<file path="src/rtl/wb_commit_pkg.sv">
// Shared constants for the write-back commit block.
// Provides the bus widths and the enable/reset encodings used by the
// GPR file and the HI/LO/LLbit logic.
package wb_commit_pkg;

  localparam int unsigned RegBus     = 32;
  localparam int unsigned RegAddrBus = 5;
  localparam int unsigned RegNum     = 32;

  localparam logic              RstEnable   = 1'b1;
  localparam logic              WriteEnable = 1'b1;
  localparam logic              ReadEnable  = 1'b1;
  localparam logic [RegBus-1:0] ZeroWord    = '0;

endpackage

</file>
<file path="src/rtl/wb_commit_gpr_file.sv">
// 32x32 general-purpose register file with one write port and two
// combinational read ports that bypass the write port in the same cycle.
// Ports:
//   clk, rst_n          clock, synchronous active-high reset (clears all regs)
//   we, waddr, wdata    write port (writes to r0 are discarded)
//   re1, raddr1, rdata1 read port 1
//   re2, raddr2, rdata2 read port 2
// Read result priority: reset -> addr 0 -> read disabled -> bypass -> stored.
module wb_commit_gpr_file
  import wb_commit_pkg::*;
(
  input  logic                  clk,
  input  logic                  rst_n,
  input  logic                  we,
  input  logic [RegAddrBus-1:0] waddr,
  input  logic [RegBus-1:0]     wdata,
  input  logic                  re1,
  input  logic [RegAddrBus-1:0] raddr1,
  output logic [RegBus-1:0]     rdata1,
  input  logic                  re2,
  input  logic [RegAddrBus-1:0] raddr2,
  output logic [RegBus-1:0]     rdata2
);

  logic [RegBus-1:0] regs [0:RegNum-1];

  always_ff @(posedge clk) begin
    if (rst_n == RstEnable) begin
      for (int i = 0; i < RegNum; i++) begin
        regs[i] <= ZeroWord;
      end
    end else if ((we == WriteEnable) && (waddr != '0)) begin
      regs[waddr] <= wdata;
    end
  end

  always_comb begin
    rdata1 = ZeroWord;
    if (rst_n == RstEnable) begin
      rdata1 = ZeroWord;
    end else if (raddr1 == '0) begin
      rdata1 = ZeroWord;
    end else if (re1 != ReadEnable) begin
      rdata1 = ZeroWord;
    end else if ((we == WriteEnable) && (raddr1 == waddr)) begin
      rdata1 = wdata;
    end else begin
      rdata1 = regs[raddr1];
    end
  end

  always_comb begin
    rdata2 = ZeroWord;
    if (rst_n == RstEnable) begin
      rdata2 = ZeroWord;
    end else if (raddr2 == '0) begin
      rdata2 = ZeroWord;
    end else if (re2 != ReadEnable) begin
      rdata2 = ZeroWord;
    end else if ((we == WriteEnable) && (raddr2 == waddr)) begin
      rdata2 = wdata;
    end else begin
      rdata2 = regs[raddr2];
    end
  end

endmodule

</file>
<file path="src/rtl/wb_commit.sv">
// Architectural-state write-back sink. Commits the registered write-back
// bundle to the GPR file, the HI/LO pair and the LLbit, and serves the
// readers with same-cycle write-through bypass.
// Ports:
//   clk, rst_n                     clock, synchronous active-high reset
//   wb_wreg, wb_wd, wb_wdata       GPR write
//   wb_whilo, wb_hi, wb_lo         HI/LO write (both halves together)
//   wb_LLbit_we, wb_LLbit_value    LLbit write
//   flush                          exception flush, clears LLbit
//   re1/raddr1/rdata1, re2/raddr2/rdata2   GPR read ports (combinational)
//   hi_o, lo_o, LLbit_o            bypassed HI/LO/LLbit
// There is no handshake: every input is a per-cycle command, a deasserted
// enable is a bubble and commits nothing. All outputs read 0 during reset.
module wb_commit
  import wb_commit_pkg::*;
(
  input  logic                  clk,
  input  logic                  rst_n,
  input  logic                  wb_wreg,
  input  logic [RegAddrBus-1:0] wb_wd,
  input  logic [RegBus-1:0]     wb_wdata,
  input  logic                  wb_whilo,
  input  logic [RegBus-1:0]     wb_hi,
  input  logic [RegBus-1:0]     wb_lo,
  input  logic                  wb_LLbit_we,
  input  logic                  wb_LLbit_value,
  input  logic                  flush,
  input  logic                  re1,
  input  logic [RegAddrBus-1:0] raddr1,
  output logic [RegBus-1:0]     rdata1,
  input  logic                  re2,
  input  logic [RegAddrBus-1:0] raddr2,
  output logic [RegBus-1:0]     rdata2,
  output logic [RegBus-1:0]     hi_o,
  output logic [RegBus-1:0]     lo_o,
  output logic                  LLbit_o
);

  logic [RegBus-1:0] hi;
  logic [RegBus-1:0] lo;
  logic              llbit;

  wb_commit_gpr_file u_gpr_file (
    .clk    (clk),
    .rst_n  (rst_n),
    .we     (wb_wreg),
    .waddr  (wb_wd),
    .wdata  (wb_wdata),
    .re1    (re1),
    .raddr1 (raddr1),
    .rdata1 (rdata1),
    .re2    (re2),
    .raddr2 (raddr2),
    .rdata2 (rdata2)
  );

  always_ff @(posedge clk) begin
    if (rst_n == RstEnable) begin
      hi <= ZeroWord;
      lo <= ZeroWord;
    end else if (wb_whilo == WriteEnable) begin
      hi <= wb_hi;
      lo <= wb_lo;
    end
  end

  // Flush wins over a same-cycle LL write: an exception must kill any
  // reservation being established by the faulting instruction stream.
  always_ff @(posedge clk) begin
    if (rst_n == RstEnable) begin
      llbit <= 1'b0;
    end else if (flush) begin
      llbit <= 1'b0;
    end else if (wb_LLbit_we == WriteEnable) begin
      llbit <= wb_LLbit_value;
    end
  end

  always_comb begin
    hi_o = ZeroWord;
    lo_o = ZeroWord;
    if (rst_n == RstEnable) begin
      hi_o = ZeroWord;
      lo_o = ZeroWord;
    end else if (wb_whilo == WriteEnable) begin
      hi_o = wb_hi;
      lo_o = wb_lo;
    end else begin
      hi_o = hi;
      lo_o = lo;
    end
  end

  always_comb begin
    LLbit_o = 1'b0;
    if (rst_n == RstEnable) begin
      LLbit_o = 1'b0;
    end else if (flush) begin
      LLbit_o = 1'b0;
    end else if (wb_LLbit_we == WriteEnable) begin
      LLbit_o = wb_LLbit_value;
    end else begin
      LLbit_o = llbit;
    end
  end

endmodule

</file>
<file path="config.mk">
export PLATFORM = sky130hd
export DESIGN_NAME = wb_commit
export DESIGN_NICKNAME = d
export VERILOG_FILES = /design/src/rtl/wb_commit_pkg.sv /design/src/rtl/wb_commit_gpr_file.sv /design/src/rtl/wb_commit.sv
export SDC_FILE = /design/constraint.sdc
export NUM_CORES = 2
export LEC_CHECK = 0
export ABC_AREA = 1
export CAP_MARGIN = 10
export CORE_MARGIN = 4
export CORE_UTILIZATION = 25
export CTS_BUF_LIST = sky130_fd_sc_hd__clkbuf_2 sky130_fd_sc_hd__clkbuf_4 sky130_fd_sc_hd__clkbuf_8
export DETAILED_ROUTE_END_ITERATION = 8
export SYNTH_ARGS = -nofsm -noshare
export SYNTH_HDL_FRONTEND = slang
export SYNTH_SLANG_ARGS = --single-unit
</file>
<file path="constraint.sdc">
create_clock -name clk -period 8.2 [get_ports clk]
set_input_delay 2.05 -clock clk [delete_from_list [all_inputs] [get_ports clk]]
set_output_delay 2.05 -clock clk [all_outputs]
set_load 0.02 [all_outputs]
</file>
Word level (Yosys, flattened, before mapping)
Memory sizes are Yosys's and may differ from the RTL's.
Index checks and enable logic that the tools add are counted.
{ "totals": {"register_bits": 65, "mem_bits_rw": 1024, "inputBits": 120, "out_inout_bits": 129, "word_cells": 36, "memories": 1} }
{ "mem_list": {"columns": ["memory", "words", "word_bits", "read_ports", "rd_ports_with_merged_regs", "write_ports", "line", "source"], "rows": [
  ["u_gpr_file.regs", 32, 32, 2, 0, 32, "wb_commit_gpr_file.sv:25", "logic [RegBus-1:0] regs [0:RegNum-1];"]
]} }
{ "classes": {"eq_ne": 2, "mux": 23, "reduce_logical": 7} }
{ "ops": {"columns": ["op", "n"], "rows": [
  ["$mux W32", 13],
  ["$reduce_or A32 Y1", 1],
  ["$eq A5 B5 Y1", 2],
  ["$logic_not A5 Y1", 2],
  ["$mux W1", 9],
  ["$mux W5", 1],
  ["$reduce_bool A5 Y1", 1],
  ["$logic_and A1 B1 Y1", 3]
]} }

Longest topological paths before layout
{ "depth": {"depth_word": 7, "ltp_mapped": 14, "depth_no_buf": 11} }

Cells and area by module
Synthesis repeated with hierarchy kept, for this count alone.
{ "hier_totals": {"cells_unflattened": 8051, "area_unflattened_um2": 61469.0} }
{ "by_module_without_submodules": {"columns": ["module", "n_inst", "cells_each", "area_per_inst_um2", "seq_area_each_um2"], "rows": [
  ["wb_commit_gpr_file", 1, 7639, 58760.1, 30749.5],
  ["wb_commit", 1, 412, 2708.8, 1301.2]
]} }

Least setup slack after synthesis
Ideal clock, no wire load.
{ "synth_path": {"kind": "in2out", "start": "input raddr2[0]", "end": "output rdata2[0]", "t_arrival_ns": 3.466, "required_time_ns": 6.150, "setup_slack_ns": 2.684, "path_stages": 12, "n_path_buf": 4, "path_cell_list": "buf_2 -> inv_2 -> buf_4 -> buf_6 -> buf_2 -> o21ai_0 -> nand2_1 -> nand3_1 -> nand3_1 -> nand3_1 -> nand2_1 -> a21oi_1"} }
{ "synth_via": {"elab_chain_len": 6, "word_cells_on_any_way": 8, "classes_between": "eq/ne (1); mux (4); reduce/logical (2); memory (1)"} }
{ "synth_rtl": {"columns": ["element", "line", "source"], "rows": [
  ["from (decl)", "wb_commit.sv:32", "input logic [RegAddrBus-1:0] raddr2,"],
  ["parallel branches: the longest is 4 deep, another holds $mem_v2 Z32 W32", null, null],
  ["$mux W32 (*)", "wb_commit_gpr_file.sv:56", "end else if (raddr2 == '0) begin"],
  ["$mux W32 (*)", "wb_commit_gpr_file.sv:54", "if (rst_n == RstEnable) begin"],
  ["to (decl)", "wb_commit.sv:33", "output logic [RegBus-1:0] rdata2,"]
]} }
Mark *: on every way between the ends.

Final worst setup path
{ "layout_path": {"start": "input wb_wd[4]", "end": "output rdata1[29]"} }
{ "layout_via": {"elab_chain_len": 6} }
{ "layout_rtl": {"columns": ["element", "line", "source"], "rows": [
  ["from (decl)", "wb_commit.sv:20", "input logic [RegAddrBus-1:0] wb_wd,"],
  ["$eq A5 B5 Y1", "wb_commit_gpr_file.sv:45", "end else if ((we == WriteEnable) && (raddr1 == waddr)) begin"],
  ["$logic_and A1 B1 Y1", "wb_commit_gpr_file.sv:45", null],
  ["$mux W32", "wb_commit_gpr_file.sv:45", null],
  ["$mux W32", "wb_commit_gpr_file.sv:43", "end else if (re1 != ReadEnable) begin"],
  ["$mux W32", "wb_commit_gpr_file.sv:41", "end else if (raddr1 == '0) begin"],
  ["$mux W32", "wb_commit_gpr_file.sv:39", "if (rst_n == RstEnable) begin"],
  ["to (decl)", "wb_commit.sv:30", "output logic [RegBus-1:0] rdata1,"]
]} }
No other way between the ends.

==> flow_summary.ini <==
[place]
place_congestion = 0.8690
port_buffers = 248
placed_area_mm2 = 0.06632
dp.final_hpwl_mm = 137.2

[floorplanning]
die_x_um = 501.7
core.rowCount = 180
die_area_mm2 = 0.2517
start_util_pct = 25.23
die_h_um = 501.7
fp.coreArea_mm2 = 0.2414
io_pins = 249

[timing]
hold_viol = 0
setup_viol = 0
fmax_ghz = 0.1329
finalCritPeriodShare_pct = 91.75
final-max-slew-violation-count = 0
finalCriticalPeriod_ns = 7.523
finalClockSkew_ns = 0
rsz0062_at_grt = no
timing.setup.tns_ns = 0
slew_headroom_pct = 20.09
worstMarginPinSlew_ns = 1.197

[detailed_routing]
drc_errors = 0
drt-met1-wl_mm = 92.81
via_count = 57310
first_iter_violations = 7965
dr.pass1.iters = 6
wirelength_mm = 255.5
highest_layer = met5
wl_met2_mm = 114.9
wl_met3_mm = 32.24
wl_per_cell_um = 23.05
ant_nets = 0
post_drt_via_cell_ratio = 5.170

[global_routing]
overflow = 0
grt_max_degree = 160
antenna_found_initial = 8
track_usage_pct = 19.52
grt_pass1_vias = 54740
grt_pass1_wl_mm = 365.1

[cts]
cts_tree = done
clock_latency_ns = 0.90
hold_buffers = 0
htreeDepth = 4
cts_buffer_depth = 3
post-cts-setup-buffer-count = 0
clk_pin_slew_ns = 0.05
post_cts_resized = 0
cts_buffers = 182
cts_sinks = 1089
root_buffer = clkbuf_8

[final_layout]
drive_above_1_share_pct = 7.840
syn2layout_area_growth_pct = 14.61
nets = 7882
fin_area_mm2 = 0.06982

[logic_synthesis]
avgSynthCellArea_um2 = 7.778
netlist_top_cells_area = edfxtp_1 (50%), nand2_1 (12%), nand3_1 (8.4%)
synthTopCellsByCount = nand2_1 (1977), nor2_1 (1336), edfxtp_1 (1024)
ys_seq_elements = 1089
synthArstFlopShare_pct = 0
synth.distinct_cells = 28
synth_top_area_share_pct = 50.47
synth_warnings = 0
ys.flop_type = edfxtp_1
yosysMostFrequentCell = nand2_1
yosys.area.top_type = edfxtp_1
synth_area_mm2 = 0.06092
ys_seq_area_share_pct = 52.61
netlist_instances = 7833
synth_edf_count = 1024

[setup_path]
worstPathArrival_ns = 5.47
path_class = in -> out
crit_required_ns = 6.15
path_max_fanout = 52
cp-start-kind = primary input
endpoint_kind = output port

[worst_hold_path]
min_path_type = reg -> reg

[pwr]
peakVddDrop_v = 0.0001198
p_leak_nw = 29.06
p_per_area_mw_per_mm2 = 192.1

[run_status]
outcome = finished, final reports clean

[flow_run]
drv_cap = 0
## layer usage
layer	global-route usage [%]	up-vias
li1	-	25310
met1	23.95	26990
met2	31.28	4131
met3	4.874	872
met4	10.94	8
met5	0	-
## flip-flops by register name (all words and copies together) (netlist names)
register and cells:
u_gpr_file.regs 1024, hi 32, lo 32, llbit 1
## layout make-up
type | instances | area (um2)
fillers | 25500 | 171600
flip-flops and latches | 1089 | 32050
multi-input cells | 5402 | 23780
well taps | 3185 | 3985
repair buffers | 370 | 3811
clock buffers | 240 | 2953
inverters | 717 | 2723
clock inverters | 77 | 511.7
diodes | 4 | 10.01
## cell usage in the layout, fill, tap and decap left out, types with 24 or more instances in the layout
master,count
nand2_1,1914
nor2_1,1335
edfxtp_1,1024
nand3_1,1017
inv_1,696
a21oi_1,403
o21ai_0,334
clkdlybuf4s50_1,234
clkbuf_8,186
o211ai_1,158
or2_2,119
buf_4,94
dfxtp_1,65
clkbuf_4,56
clkinv_1,49
nand2_2,39
buf_12,32
conb_1,32
nand2_4,24
## stage by stage
stage | instances | total power [mW] | setup slack (ns) | util, % | hold WS [ns]
2_1_floorplan | 7864 | 7.764 | 2.684 | - | 0.5862
3_3_place_gp | 10760 | 8.544 | 0.6256 | 27.47 | 0.4936
3_5_place_dp | 10760 | 8.584 | 0.6568 | 27.47 | 0.4978
4_1_cts | 11080 | 13.42 | 0.6428 | 28.90 | 0.5200
5_1_grt | 11080 | 13.89 | 0.4184 | 28.92 | 0.5517
6_report | 11080 | 13.41 | 0.6766 | 28.92 | 0.5177
## report_power, final
group / switching, mW / internal [mW] / leakage, nW / total [mW]
sequential: 0.129 / 6.39 / 10.3 / 6.52
clock: 2.45 / 2.45 / 1.81 / 4.89
combinational: 1.44 / 0.557 / 17.0 / 2.00
## final timing paths
check	startpoint	to	slack (ns)	cells after the start
max	wb_wd[4]	rdata1[29]	0.68	9
min	lo[12]$_DFF_P_	lo[12]$_DFF_P_	0.52	2
max reg2reg	lo[22]$_DFF_P_	lo[22]$_DFF_P_	7.40	2
min reg2reg	lo[12]$_DFF_P_	lo[12]$_DFF_P_	0.52	2
## worst max-delay path, cell delays in order
cell and delay (ns):
clkdlybuf4s50_1 0.70, inv_1 0.21, o22ai_1 0.21, nor2_1 0.10, nand3_4 0.16, buf_4 0.65
o21ai_0 0.15, a21oi_1 0.43, clkdlybuf4s50_1 0.72
## cells by family after synthesis
family                    count (synthesis)  synth area share, %
AOI/OAI and AO/OA                       903                8.082
xor gates and xnor gates                  2              0.02876
buffers and inverters                  1373                9.043
DFF                                    1089                52.61
muxes                                     1              0.01643
other                                     1             0.006155
and+or+nand+nor                        4464                30.22
No activity file was read; power rests on OpenSTA's default activity.
